### src/rtl/dma_pkg.sv
// Shared constants and FSM state type for the DMA read path.
package dma_pkg;

    localparam logic [1:0] AXI_BURST_INCR = 2'b01;
    localparam int         BEAT_BYTES     = 8;
    localparam int         BOUNDARY_BEATS = 512;
    localparam logic [1:0] AXI_RESP_OKAY  = 2'b00;

    typedef enum logic [1:0] {
        IDLE,
        ISSUE,
        DRAIN,
        DONE
    } state_e;

endpackage

### src/rtl/dma_read_scheduler_if.sv
// AXI3 ACP read-address channel plus the observed read-data handshake.
interface dma_read_scheduler_if #(
    parameter int ADDR_W = 32
);

    logic [ADDR_W-1:0] m_axi_acp_araddr;
    logic [3:0]        m_axi_acp_arlen;
    logic [1:0]        m_axi_acp_arburst;
    logic              m_axi_acp_arvalid;
    logic              m_axi_acp_arready;
    logic              m_axi_acp_rvalid;
    logic              m_axi_acp_rready;
    logic              m_axi_acp_rlast;
    logic [1:0]        m_axi_acp_rresp;

    modport master (
        output m_axi_acp_araddr, m_axi_acp_arlen, m_axi_acp_arburst, m_axi_acp_arvalid,
        input  m_axi_acp_arready,
        input  m_axi_acp_rvalid, m_axi_acp_rready, m_axi_acp_rlast, m_axi_acp_rresp
    );

    modport slave (
        input  m_axi_acp_araddr, m_axi_acp_arlen, m_axi_acp_arburst, m_axi_acp_arvalid,
        output m_axi_acp_arready,
        output m_axi_acp_rvalid, m_axi_acp_rready, m_axi_acp_rlast, m_axi_acp_rresp
    );

endinterface

### src/rtl/dma_burst_sizer.sv
// Burst length = min(remaining beats, MAX_BURST, beats left before the next 4 KB boundary).
module dma_burst_sizer
    import dma_pkg::*;
#(
    parameter int LEN_W     = 20,
    parameter int MAX_BURST = 16
) (
    input  logic [8:0]       beat_idx,
    input  logic [LEN_W-1:0] remaining,
    output logic [4:0]       len
);

    logic [LEN_W-1:0] to_boundary;
    logic [LEN_W-1:0] cap;

    always_comb begin
        to_boundary = LEN_W'(BOUNDARY_BEATS) - LEN_W'(beat_idx);
        cap         = (to_boundary < LEN_W'(MAX_BURST)) ? to_boundary : LEN_W'(MAX_BURST);
        len         = (remaining < cap) ? 5'(remaining) : 5'(cap);
    end

endmodule

### src/rtl/dma_read_scheduler.sv
// Splits one DMA read command into 4 KB-safe INCR bursts on the ACP AR channel and
// tracks outstanding bursts by watching rlast handshakes.
module dma_read_scheduler
    import dma_pkg::*;
#(
    parameter int ADDR_W          = 32,
    parameter int LEN_W           = 20,
    parameter int MAX_BURST       = 16,
    parameter int MAX_OUTSTANDING = 4
) (
    input  logic                 m_axi_acp_aclk,
    input  logic                 axi_resetn,
    input  logic                 cmd_valid,
    output logic                 cmd_ready,
    input  logic [ADDR_W-1:0]    cmd_addr,
    input  logic [LEN_W-1:0]     cmd_beats,
    dma_read_scheduler_if.master axi,
    output logic                 busy,
    output logic                 done,
    output logic                 err
);

    state_e            state_q, state_d;
    logic [ADDR_W-1:0] addr_q, addr_d;
    logic [LEN_W-1:0]  remaining_q, remaining_d;
    logic [3:0]        outstanding_q, outstanding_d;
    logic              err_q, err_d;
    logic              arvalid_q, arvalid_d;
    logic [ADDR_W-1:0] araddr_q, araddr_d;
    logic [3:0]        arlen_q, arlen_d;
    logic              cmd_ready_q, cmd_ready_d;
    logic              busy_q, busy_d;
    logic              done_q, done_d;

    logic              ar_hs, r_hs, retire, underflow;
    logic [4:0]        cur_len, next_len;

    // Sized from the next-cycle address/remaining so the registered AR fields are ready
    // the cycle after a handshake, giving back-to-back bursts with no bubble.
    dma_burst_sizer #(
        .LEN_W     (LEN_W),
        .MAX_BURST (MAX_BURST)
    ) u_sizer (
        .beat_idx  (addr_d[11:3]),
        .remaining (remaining_d),
        .len       (next_len)
    );

    always_comb begin
        // NOTE: every _d gets a default first, so no path through the case can infer a latch.
        state_d       = state_q;
        addr_d        = addr_q;
        remaining_d   = remaining_q;
        outstanding_d = outstanding_q;
        err_d         = err_q;

        ar_hs     = arvalid_q & axi.m_axi_acp_arready;
        r_hs      = axi.m_axi_acp_rvalid & axi.m_axi_acp_rready;
        retire    = r_hs & axi.m_axi_acp_rlast;
        underflow = retire & ~ar_hs & (outstanding_q == 4'd0);
        cur_len   = {1'b0, arlen_q} + 5'd1;

        if (ar_hs && !retire) begin
            outstanding_d = outstanding_q + 4'd1;
        end else if (retire && !ar_hs && outstanding_q != 4'd0) begin
            outstanding_d = outstanding_q - 4'd1;
        end

        case (state_q)
            IDLE: begin
                if (cmd_valid) begin
                    addr_d      = cmd_addr & ~ADDR_W'(BEAT_BYTES - 1);
                    remaining_d = cmd_beats;
                    err_d       = 1'b0;
                    state_d     = (cmd_beats == '0) ? DONE : ISSUE;
                end
            end
            ISSUE: begin
                if (ar_hs) begin
                    addr_d      = addr_q + ADDR_W'(cur_len) * ADDR_W'(BEAT_BYTES);
                    remaining_d = remaining_q - LEN_W'(cur_len);
                end
                if (remaining_d == '0) begin
                    state_d = (outstanding_d == 4'd0) ? DONE : DRAIN;
                end
            end
            DRAIN: begin
                if (outstanding_d == 4'd0) begin
                    state_d = DONE;
                end
            end
            DONE: begin
                state_d = IDLE;
            end
            default: begin
                state_d = IDLE;
            end
        endcase

        if ((r_hs && axi.m_axi_acp_rresp != AXI_RESP_OKAY) || underflow) begin
            err_d = 1'b1;
        end
    end

    // Outputs are registered from the next state, so they change exactly on the edge
    // that moves the FSM.
    always_comb begin
        arvalid_d   = (state_d == ISSUE) && (outstanding_d < 4'(MAX_OUTSTANDING));
        araddr_d    = addr_d;
        arlen_d     = 4'(next_len - 5'd1);
        cmd_ready_d = (state_d == IDLE);
        busy_d      = (state_d != IDLE);
        done_d      = (state_d == DONE);
    end

    // NOTE: sequential state uses non-blocking assignments only, so every flop samples
    // the pre-edge value of its _d regardless of statement order.
    always_ff @(posedge m_axi_acp_aclk or negedge axi_resetn) begin
        if (!axi_resetn) begin
            state_q       <= IDLE;
            addr_q        <= '0;
            remaining_q   <= '0;
            outstanding_q <= '0;
            err_q         <= 1'b0;
            arvalid_q     <= 1'b0;
            araddr_q      <= '0;
            arlen_q       <= '0;
            cmd_ready_q   <= 1'b1;
            busy_q        <= 1'b0;
            done_q        <= 1'b0;
        end else begin
            state_q       <= state_d;
            addr_q        <= addr_d;
            remaining_q   <= remaining_d;
            outstanding_q <= outstanding_d;
            err_q         <= err_d;
            arvalid_q     <= arvalid_d;
            araddr_q      <= araddr_d;
            arlen_q       <= arlen_d;
            cmd_ready_q   <= cmd_ready_d;
            busy_q        <= busy_d;
            done_q        <= done_d;
        end
    end

    assign axi.m_axi_acp_araddr  = araddr_q;
    assign axi.m_axi_acp_arlen   = arlen_q;
    assign axi.m_axi_acp_arburst = AXI_BURST_INCR;
    assign axi.m_axi_acp_arvalid = arvalid_q;
    assign cmd_ready             = cmd_ready_q;
    assign busy                  = busy_q;
    assign done                  = done_q;
    assign err                   = err_q;

endmodule

### src/flat_wrapper.sv
// flat-port wrapper written by rule: the top's interface ports become plain ports
module dma_read_scheduler_flat import dma_pkg::*;
#(
    parameter int ADDR_W          = 32,
    parameter int LEN_W           = 20,
    parameter int MAX_BURST       = 16,
    parameter int MAX_OUTSTANDING = 4
)
  (m_axi_acp_aclk, axi_resetn, cmd_valid, cmd_ready, cmd_addr, cmd_beats, busy, done, err, axi_m_axi_acp_araddr, axi_m_axi_acp_arlen, axi_m_axi_acp_arburst, axi_m_axi_acp_arvalid, axi_m_axi_acp_arready, axi_m_axi_acp_rvalid, axi_m_axi_acp_rready, axi_m_axi_acp_rlast, axi_m_axi_acp_rresp);
  dma_read_scheduler_if #(.ADDR_W(ADDR_W)) axi_i ();
  input  logic m_axi_acp_aclk;
  input  logic axi_resetn;
  input  logic cmd_valid;
  output logic cmd_ready;
  input  logic [ADDR_W-1:0] cmd_addr;
  input  logic [LEN_W-1:0] cmd_beats;
  output logic busy;
  output logic done;
  output logic err;
  output wire logic [$bits(axi_i.m_axi_acp_araddr)-1:0] axi_m_axi_acp_araddr;
  output wire logic [$bits(axi_i.m_axi_acp_arlen)-1:0] axi_m_axi_acp_arlen;
  output wire logic [$bits(axi_i.m_axi_acp_arburst)-1:0] axi_m_axi_acp_arburst;
  output wire logic [$bits(axi_i.m_axi_acp_arvalid)-1:0] axi_m_axi_acp_arvalid;
  input wire logic [$bits(axi_i.m_axi_acp_arready)-1:0] axi_m_axi_acp_arready;
  input wire logic [$bits(axi_i.m_axi_acp_rvalid)-1:0] axi_m_axi_acp_rvalid;
  input wire logic [$bits(axi_i.m_axi_acp_rready)-1:0] axi_m_axi_acp_rready;
  input wire logic [$bits(axi_i.m_axi_acp_rlast)-1:0] axi_m_axi_acp_rlast;
  input wire logic [$bits(axi_i.m_axi_acp_rresp)-1:0] axi_m_axi_acp_rresp;
  assign axi_m_axi_acp_araddr = axi_i.m_axi_acp_araddr;
  assign axi_m_axi_acp_arlen = axi_i.m_axi_acp_arlen;
  assign axi_m_axi_acp_arburst = axi_i.m_axi_acp_arburst;
  assign axi_m_axi_acp_arvalid = axi_i.m_axi_acp_arvalid;
  assign axi_i.m_axi_acp_arready = axi_m_axi_acp_arready;
  assign axi_i.m_axi_acp_rvalid = axi_m_axi_acp_rvalid;
  assign axi_i.m_axi_acp_rready = axi_m_axi_acp_rready;
  assign axi_i.m_axi_acp_rlast = axi_m_axi_acp_rlast;
  assign axi_i.m_axi_acp_rresp = axi_m_axi_acp_rresp;
  dma_read_scheduler #(.ADDR_W(ADDR_W), .LEN_W(LEN_W), .MAX_BURST(MAX_BURST), .MAX_OUTSTANDING(MAX_OUTSTANDING)) u_core (.m_axi_acp_aclk(m_axi_acp_aclk), .axi_resetn(axi_resetn), .cmd_valid(cmd_valid), .cmd_ready(cmd_ready), .cmd_addr(cmd_addr), .cmd_beats(cmd_beats), .axi(axi_i), .busy(busy), .done(done), .err(err));
endmodule
### config.mk
export PLATFORM = sky130hd
export DESIGN_NAME = dma_read_scheduler_flat
export DESIGN_NICKNAME = d
export VERILOG_FILES = /design/src/rtl/dma_pkg.sv /design/src/rtl/dma_read_scheduler_if.sv /design/src/rtl/dma_burst_sizer.sv /design/src/rtl/dma_read_scheduler.sv /design/src/flat_wrapper.sv
export SDC_FILE = /design/constraint.sdc
export NUM_CORES = 1
export LEC_CHECK = 0
export CORE_UTILIZATION = 47
export CTS_BUF_LIST = sky130_fd_sc_hd__clkbuf_16
export CTS_CLUSTER_SIZE = 24
export DETAILED_ROUTE_END_ITERATION = 10
export PLACE_DENSITY = 0.83
export SYNTH_ARGS = -nofsm -noshare
export SYNTH_HDL_FRONTEND = slang
export SYNTH_SLANG_ARGS = --single-unit
### constraint.sdc
create_clock -name m_axi_acp_aclk -period 6.87 [get_ports m_axi_acp_aclk]
set_input_delay 1.374 -clock m_axi_acp_aclk [delete_from_list [all_inputs] [get_ports m_axi_acp_aclk]]
set_output_delay 1.374 -clock m_axi_acp_aclk [all_outputs]
set_load 0.01 [all_outputs]
Word level (Yosys, flattened, before mapping)
Index checks and enable logic that the tools add are counted.

Output and inout port bits: 43. Bits in registers: 67. Bits of input ports: 61.

Equality and inequality tests: 7. $lt $le $gt $ge: 3. Reduce and logical (&&, ||, !) cells: 22. Add/subtract/negate cells: 7. Muxes and demuxes: 20. Bitwise gates (word level): 6.

Operators by type and width (number): $mux W20 (4); $mux W32 (2); $pmux W32 S2 (1); $logic_not A20 Y1 (2); $pmux W20 S2 (1); $add A32 B8 Y32 (1); $lt A20 B20 Y1 (1); $lt A20 B5 Y1 const B (1); $sub A20 B5 Y20 (1); $mux W4 (3); $sub A10 B9 Y11 const A (1); $reduce_bool A2 Y1 (5); $logic_not A4 Y1 (2); $mux W2 (4); $pmux W2 S4 (1); $sub A4 B1 Y4 const B (2); $eq A2 B2 Y1 const B (3); $add A4 B1 Y5 const B (1); $and A1 B1 Y1 (5); $logic_and A1 B1 Y1 (5); $add A4 B1 Y4 const B (1); $eq A2 B1 Y1 const B (2); $logic_not A2 Y1 (2); $lt A4 B3 Y1 const B (1); 9 further kinds (13).

Longest topological paths before layout
Gate-level depths: netlist of run 1.

Word-level depth: 12. Mapped depth: 22. Gate-level depth less buffers: 22.

Cells and area by module
From an unflattened synthesis of run 1, not the netlist that was laid out.

Cells, all modules: 552. Area, all modules: 4636.9 sq um.

By module, submodules not included: dma_read_scheduler (times used 1, area each 4247.8 sq um, cells each 500, sequential area each 1602.8 sq um); dma_burst_sizer (times used 1, area each 389.1 sq um, cells each 52, sequential area each 0.0 sq um).

Worst setup path before layout of run 1
No wires, ideal clock.

Path type: input to register. From: input port cmd_valid. To: register u_core.arlen_q[2] (netlist: u_core.axi.m_axi_acp_arlen[2]). Cell stages on the path: 20. Arrival time: 6.138 ns. Slack: 0.608 ns. Cell sequence: buf_1 -> buf_1 -> mux2i_1 -> o211a_1 -> ha_1 -> nand2_1 -> a2111o_1 -> a2111oi_2 -> nand2_1 -> ha_1 -> a21oi_1 -> o22a_1 -> a21oi_1 -> a311o_1 -> or4_1 -> or4_4 -> nor2_2 -> mux2i_1 -> ha_1 -> xnor2_1.

Cells in the longest elaborated chain, start to end: 8. Elaborated cells on any way between the ends: 10. Those cells by class: add/sub: 2; order compare: 2; mux: 6.

RTL lines: start, declared (line flat_wrapper.sv:13) `input logic cmd_valid;`; $mux W32 (line dma_read_scheduler.sv:71) `if (cmd_valid) begin`; $pmux W32 S2 (line dma_read_scheduler.sv:69) `case (state_q)`; $sub A10 B9 Y11 (line dma_burst_sizer.sv:17) `to_boundary = LEN_W'(BOUNDARY_BEATS) - LEN_W'(beat_idx);`; $lt A20 B5 Y1 (line dma_burst_sizer.sv:18) `cap = (to_boundary < LEN_W'(MAX_BURST)) ? to_boundary : LEN_W'(MAX_BURST);`; $mux W20 (line dma_burst_sizer.sv:18); $lt A20 B20 Y1 (line dma_burst_sizer.sv:19) `len = (remaining < cap) ? 5'(remaining) : 5'(cap);`; $mux W4 * (line dma_burst_sizer.sv:19); $sub A4 B1 Y4 * (line dma_read_scheduler.sv:110) `arlen_d = 4'(next_len - 5'd1);`; via u_core.arlen_d[2] (line dma_read_scheduler.sv:30) `logic [3:0] arlen_q, arlen_d;`; end signal, assigned (line dma_read_scheduler.sv:139) `arlen_q <= arlen_d;`; end, declared (line dma_read_scheduler.sv:30).

Mark *: on every way through the listed nets, which the timed path passes. The rest lies on a longest branch. The select of a mux whose other input is x is not followed. A chain may end at the register's enable or synchronous reset.

Final worst setup path of run 1
From: input port axi_m_axi_acp_arready. To: register u_core.arlen_q[2] (netlist: u_core.axi.m_axi_acp_arlen[2]).

Cells in the longest elaborated chain, start to end: 9. Elaborated cells on any way between the ends: 12. Those cells by class: add/sub: 2; order compare: 2; mux: 7; bitwise: 1.

RTL lines: start, declared (line flat_wrapper.sv:24) `input wire logic [$bits(axi_i.m_axi_acp_arready)-1:0] axi_m_axi_acp_arready;`; $and A1 B1 Y1 * (line dma_read_scheduler.sv:57) `ar_hs = arvalid_q & axi.m_axi_acp_arready;`; $mux W32 * (line dma_read_scheduler.sv:79) `if (ar_hs) begin`; $pmux W32 S2 * (line dma_read_scheduler.sv:69); via u_core.addr_d[6] (line dma_read_scheduler.sv:24) `logic [ADDR_W-1:0] addr_q, addr_d;`; $sub A10 B9 Y11 * (line dma_burst_sizer.sv:17); $lt A20 B5 Y1 (line dma_burst_sizer.sv:18); $mux W20 * (line dma_burst_sizer.sv:18); $lt A20 B20 Y1 (line dma_burst_sizer.sv:19); $mux W4 * (line dma_burst_sizer.sv:19); $sub A4 B1 Y4 * (line dma_read_scheduler.sv:110); via u_core.arlen_d[2] (line dma_read_scheduler.sv:30).

Marked as above.

==> flow_summary.json, run 1 <==
{
  "outcome": "finished, final reports clean",
  "syn_to_final_growth_pct": 28.69,
  "synthCells": 640,
  "clock_latency_ns": 0.34,
  "slew_headroom_pct": 39.84,
  "timing.rr.end": "u_core.axi.m_axi_acp_arlen[2]",
  "cp.arrival_ns": 6.72,
  "diodes": 0,
  "ys_seq_elements": 64,
  "synth_enable_flop_cells": 0,
  "crit_slowest_cell": "or4_1",
  "ys.flop_type": "dfrtp_1",
  "vias_per_cell": 6.413,
  "num_io_pins": 104,
  "htree_levels": 3,
  "most-common-layout-cells": "clkdlybuf4s50_1 (94), dfrtp_1 (63), nand2_1 (61), o21ai_0 (48), nor2_1 (44)",
  "cts_root_buf": "clkbuf_16",
  "hold_violations": 0,
  "cts_setup_buffers": 0,
  "fin_skew_ns": 0.006513,
  "slowest_delay_ns": 0.52,
  "clock_sinks": 64,
  "gp_congestion": 0.9898,
  "hold_end": "u_core.outstanding_q[3]",
  "dp_hpwl_um": 12750,
  "async_flop_share_pct": 100.0,
  "port_buffers": 95,
  "die_h_um": 107.1,
  "layout-drive-gt1-share_pct": 7.527,
  "fin_cells": 884,
  "dp_slack_ns": 0.2036,
  "cts_hold_buf": 0,
  "finalMaxSlewViolations": 0,
  "worstPathCellList": "clkdlybuf4s50_1 > buf_4 > and4b_1 > nor2_1 > a22oi_1 > o21ai_1 > buf_4 > o21ai_0 > a2111oi_2 > nand2_1 > ha_1 > a21oi_1 > o22a_1 > a21oi_1 > a311o_1 > or4_1 > or4_4 > nor2_2 > mux2i_1 > ha_1 > xnor2_1",
  "first_pass_iters": 5,
  "whs_path_depth": 1,
  "period_needed_ns": 6.461,
  "antenna_found_initial": 0,
  "fin_ws_ns": 0.4086,
  "required_ns": 7.12,
  "globalRouteOverflowTotal": 0,
  "cp_num_buf_inv": 3,
  "cts_inserted_buffers": 9,
  "yosysSeqAreaShare_pct": 30.88,
  "cp-start-kind": "primary input",
  "grt_pass1_vias": 5332,
  "syn_area_sq_um": 5190,
  "wl_per_cell_um": 19.39,
  "clk_pin_slew_ns": 0.06,
  "hp-class": "reg -> reg",
  "p_leak_uw": 0.002689,
  "finalSetupViolCount": 0,
  "core_sq_um": 10790,
  "drv_cap": 0,
  "grt_pass1_wl_um": 26790,
  "final_area_sq_um": 6679,
  "cellPowerDensity_nw_per_um2": 343.4,
  "remaining_drc_errors": 0,
  "fmax_mhz": 154.8,
  "fin_tns_setup_ns": 0,
  "yosysWarnings": 0,
  "routed-via-count": 5669,
  "final_nets": 827,
  "hp-start": "u_core.outstanding_q[3]",
  "r2r_start": "u_core.axi.m_axi_acp_arlen[0]",
  "dp_cells": 868,
  "start_util_pct": 48.09,
  "drtIter0Drc": 565,
  "worst_slew_pin_slew_ns": 0.9005,
  "detail_route.wirelength_um": 17140,
  "crit_path_end_kind": "flop",
  "critPathMaxFanout": 6,
  "reg2regPathDepth": 20,
  "fin_crit_sh_pct": 94.05,
  "grt_max_degree": 65,
  "core.rowCount": 38,
  "rsz0062_at_grt": "false",
  "syn_area_per_cell_sq_um": 8.109,
  "r2r_slack_ns": 0.95,
  "yosysUniqueCellTypes": 72,
  "criticalPathCategory": "in -> reg",
  "peakVddDrop_mv": 0.2797,
  "die-area_sq_um": 11470,
  "ant_nets": 0,
  "place_area_sq_um": 6351,
  "final_common_cell": "clkdlybuf4s50_1",
  "cts_resized": 0,
  "grt_usage_pct": 30.25,
  "cp_top_family": "simple AND/OR/NAND/NOR gates",
  "final_util_pct": 61.88,
  "clockBufferDepth": 2,
  "cts_tree": "done",
  "die_w_um": 107.1
}
[routing by layer]
| layer | wire [um] | GRT usage [%] | up-vias |
|---|---|---|---|
| li1 | - | - | 2604 |
| met1 | 7050 | 39.58 | 2724 |
| met2 | 8110 | 48.20 | 282 |
| met3 | 1334 | 5.350 | 59 |
| met4 | 649 | 14.77 | 0 |
| met5 | 0 | 0 | - |
[power breakdown]
group          switching [uW]  internal, uW  total [uW]
clock                     185           321         506
combinational             686           491        1180
sequential                146           464         611
[synthesized netlist by cell type (all sizes together), types with 3 or more instances]
cell / n / area [sq um]
nand2: 61 / 229.0
nor3b: 4 / 30.03
a22oi: 7 / 52.55
a221o: 11 / 110.1
o21ai: 49 / 245.2
nor2: 45 / 171.4
mux2i: 6 / 60.06
and3: 5 / 31.28
nand4: 10 / 62.56
and2: 3 / 18.77
nand4b: 3 / 26.28
o2111ai: 3 / 26.28
a211oi: 8 / 60.06
o311ai: 6 / 52.55
o22ai: 14 / 87.58
ha: 25 / 312.8
xor2: 9 / 78.83
inv: 31 / 116.4
or4: 8 / 67.56
nand2b: 14 / 87.58
nand3: 23 / 115.1
a211o: 3 / 26.28
a21boi: 3 / 22.52
nor3: 16 / 85.08
buf: 11 / 70.07
a21oi: 39 / 195.2
xnor2: 11 / 96.34
dfrtp: 63 / 1577
o31ai: 5 / 37.54
clkbuf: 28 / 105.1
a311oi: 6 / 52.55
and4: 3 / 26.28
a21o: 4 / 30.03
nor2b: 12 / 75.07
or3: 6 / 37.54
o22a: 6 / 52.55
and4b: 3 / 30.03
nor4: 22 / 152.7
a31oi: 12 / 75.07
or2: 4 / 25.02
o211ai: 8 / 60.06
[cells by family (layout without fill, tap and decap cells)]
family | after synthesis | count (layout) | share of synthesized area [%]
simple gates | 249 | 249 | 25.75
other cells | 2 | 10 | 0.1447
flops | 64 | 64 | 30.88
xor+xnor | 20 | 20 | 3.375
mux | 8 | 8 | 1.591
fa+ha+maj | 27 | 27 | 6.798
buf+inv | 70 | 166 | 5.617
compound gates | 200 | 200 | 25.84
[final cells by class]
type / count / area (sq um)
Inverter: 31 / 116.4
Clock buffer: 9 / 225.2
Timing Repair Buffer: 119 / 1126
Tap cell: 140 / 175.2
Multi-Input combinational cell: 514 / 3331
Sequential cell: 64 / 1603
Fill cell: 927 / 4114
Clock inverter: 7 / 102.6
[registers in the layout (all words and copies together), names as in the netlist]
register and cells:
u_core.addr_q 29, u_core.remaining_q 20, u_core.axi.m_axi_acp_arlen 4, u_core.outstanding_q 4, u_core.state_q 2, u_core.axi.m_axi_acp_arvalid 1, u_core.busy 1, u_core.cmd_ready 1
u_core.done 1, u_core.err 1
[stage by stage]
stage / power [uW] / hold WS, ns
3_3_place_gp: 1708 / 0.4946
5_1_grt: 2441 / 0.5327
4_1_cts: 2271 / 0.5042
6_report: 2294 / 0.5088
2_1_floorplan: 1354 / 0.4679
3_5_place_dp: 1749 / 0.4967
[worst max path at each step]
stage	to	slack, ns	cells after the start	startpoint
6_report	u_core.axi.m_axi_acp_arlen[2]	0.41	21	axi_m_axi_acp_arready
5_1_grt	u_core.axi.m_axi_acp_arlen[2]	0.11	21	axi_m_axi_acp_arready
4_1_cts	u_core.axi.m_axi_acp_arlen[2]	0.52	21	axi_m_axi_acp_arready
3_5_place_dp	u_core.axi.m_axi_acp_arlen[2]	0.20	21	axi_m_axi_acp_arready
3_3_place_gp	u_core.axi.m_axi_acp_arlen[2]	0.28	21	axi_m_axi_acp_arready
2_1_floorplan	u_core.axi.m_axi_acp_arlen[2]	0.61	20	cmd_valid
No activity file was read; power rests on OpenSTA's default activity.
==> run 2: changes to the inputs <==
--- a/config.mk
+++ b/config.mk
@@ -5,6 +5,7 @@
 export SDC_FILE = /design/constraint.sdc
 export NUM_CORES = 1
 export LEC_CHECK = 0
+export CORE_MARGIN = 3
 export CORE_UTILIZATION = 47
 export CTS_BUF_LIST = sky130_fd_sc_hd__clkbuf_16
 export CTS_CLUSTER_SIZE = 24
==> run 2 against run 1 <==
Worst hold slack got worse by 0.0064 ns. Sequential power about the same. Via count decreased by 0.49%. Sequential share of layout area increased by 0.18 points. Combinational power about the same. Critical path depth decreased by 1. Register-to-register slack got worse by 0.12 ns. Cell area decreased by 0.75%. First-iteration DRC count decreased by 9.2%. Die area increased by 7.6%. Final cell count decreased by 0.68%. Critical path type unchanged. Largest cell class unchanged. Highest routed layer unchanged.
==> flow_summary.json, run 2 (synthesized netlist as in run 1, its figures left out) <==
{
  "ff_latch_area_sq_um": 1603,
  "p_leak_uw": 0.002665,
  "top_regs": "u_core.addr_q: 29 flops, u_core.remaining_q: 20 flops",
  "cts_inserted_buffers": 9,
  "drv_cap": 0,
  "finalMaxSlewViolations": 0,
  "fin_crit_sh_pct": 95.82,
  "detail_route.wirelength_um": 17100,
  "grt_usage_pct": 26.97,
  "cts_tree": "done",
  "first_pass_iters": 5,
  "routed-via-count": 5641,
  "dp_cells": 862,
  "finalSetupViolCount": 0,
  "globalRouteOverflowTotal": 0,
  "drtIter0Drc": 513,
  "cellPowerDensity_nw_per_um2": 338.3,
  "die_w_um": 111.1,
  "fmax_mhz": 151.9,
  "critPathMaxFanout": 8,
  "hold_violations": 0,
  "hp-start": "u_core.outstanding_q[3]",
  "final_nets": 825,
  "most-common-layout-cells": "clkdlybuf4s50_1 (94), dfrtp_1 (63), nand2_1 (61), o21ai_0 (48), nor2_1 (44)",
  "ant_nets": 0,
  "port_buffers": 95,
  "fin_skew_ns": 0.008391,
  "required_ns": 7.12,
  "final_area_sq_um": 6629,
  "remaining_drc_errors": 0,
  "syn_to_final_growth_pct": 27.72,
  "core.rowCount": 37,
  "layout-drive-gt1-share_pct": 7.278,
  "die_h_um": 111.1,
  "r2r_start": "u_core.axi.m_axi_acp_arlen[0]",
  "criticalPathCategory": "in -> reg",
  "antenna_found_initial": 0,
  "clockBufferDepth": 2,
  "fin_cells": 878,
  "cts_setup_buffers": 0,
  "outcome": "finished, final reports clean",
  "clock_sinks": 64,
  "rsz0062_at_grt": "false",
  "cp-startpoint": "axi_m_axi_acp_arready",
  "top_register": "u_core.addr_q",
  "htree_levels": 3,
  "grt_pass1_wl_um": 27480,
  "worst_slew_pin_slew_ns": 0.8772,
  "num_io_pins": 104,
  "cp.arrival_ns": 6.83,
  "gp_congestion": 0.9782,
  "core_sq_um": 10510,
  "nFillCells": 877,
  "hp-class": "reg -> reg",
  "cts_root_buf": "clkbuf_16",
  "slew_headroom_pct": 41.40,
  "wl_per_cell_um": 19.48,
  "diodes": 0,
  "cts_hold_buf": 0,
  "hold_ws_ns": 0.5024,
  "multi_input_area_sq_um": 3331,
  "start_util_pct": 49.39,
  "peakVddDrop_mv": 0.2656,
  "die-area_sq_um": 12340,
  "final_common_cell": "clkdlybuf4s50_1",
  "crit_path_end_kind": "flop",
  "cp-start-kind": "primary input",
  "grt_max_degree": 65,
  "clk_pin_slew_ns": 0.06,
  "vias_per_cell": 6.425,
  "fin_tns_setup_ns": 0,
  "final_util_pct": 63.08,
  "period_needed_ns": 6.583,
  "largest_reg_flops": 29,
  "clock_latency_ns": 0.33,
  "grt_pass1_vias": 5485,
  "place_area_sq_um": 6331,
  "cts_resized": 0,
  "dp_hpwl_um": 12870
}
-- run 2: changes by cell type in the layout (fill, tap and decap cells not counted) --
cell        before  now
clkinvlp_4       1    2
buf_4           24   22
clkinv_2         0    2
bufinv_16        2    1
inv_6            2    0
-- run 2: report_power, final --
| group | internal (uW) | total [uW] | switching, uW |
|---|---|---|---|
| logic | 489 | 1170 | 680 |
| clock network | 281 | 464 | 184 |
| registers | 464 | 610 | 145 |
| total | 1230 | 2240 | 1010 |
-- run 2: path summary, 6_finish.rpt --
path	end	cells after the start	slack, ns
hold reg to reg	u_core.outstanding_q[3]	1	0.50
max in group asynchronous	u_core.addr_q[5]	2	5.09
min in group asynchronous	u_core.remaining_q[9]	2	1.21
setup / recovery	u_core.axi.m_axi_acp_arlen[2]	20	0.29
setup reg to reg	u_core.axi.m_axi_acp_arlen[2]	20	0.83
hold / removal	u_core.outstanding_q[3]	1	0.50
-- run 2: stage by stage --
step | total power [uW] | setup WS, ns
floorplan | 1354 | 0.6075
global placement | 1697 | 0.2929
detailed placement | 1743 | 0.07682
CTS | 2217 | 0.3831
global route | 2383 | 0.06642
finish | 2243 | 0.2872
-- run 2: area by class of cell --
cell class / count / share of cell area, %
clock inverters: 7 / 1.095
well taps: 136 / 2.567
repair buffers: 117 / 16.76
inverters: 31 / 1.755
flip-flops and latches: 64 / 24.18
multi-input cells: 514 / 50.25
clock buffers: 9 / 3.398
-- run 2: critical path, cell delays in order --
cell             delay, ns
clkdlybuf4s50_1       0.69
and2_1                0.20
o21ai_0               0.13
a21oi_1               0.24
ha_1                  0.21
nand2_1               0.07
a2111o_1              0.39
a2111oi_2             0.39
nand2_1               0.16
ha_1                  0.32
a21oi_1               0.17
o22a_1                0.14
a21oi_1               0.12
a311o_1               0.34
or4_1                 0.53
or4_4                 0.48
nor2_2                0.22
mux2i_1               0.30
ha_1                  0.22
xnor2_1               0.13
-- run 2: routing by layer --
layer  global-route usage, %  part of all wire [%]  vias to the layer above
li1                        -                     -                     2594
met1                   36.31                    42                     2694
met2                   43.77                    47                      294
met3                   4.094                   8.0                       59
met4                   10.46                   3.4                        0
met5                       0                     0                        -
==> run 3: changes to the inputs <==
--- a/config.mk
+++ b/config.mk
@@ -5,6 +5,7 @@
 export SDC_FILE = /design/constraint.sdc
 export NUM_CORES = 1
 export LEC_CHECK = 0
+export ABC_CLOCK_PERIOD_IN_PS = 6870
 export CORE_MARGIN = 3
 export CORE_UTILIZATION = 47
 export CTS_BUF_LIST = sky130_fd_sc_hd__clkbuf_16
==> results of run 3 <==
The final DEF is identical to that of run 2; final timing and power are the same.
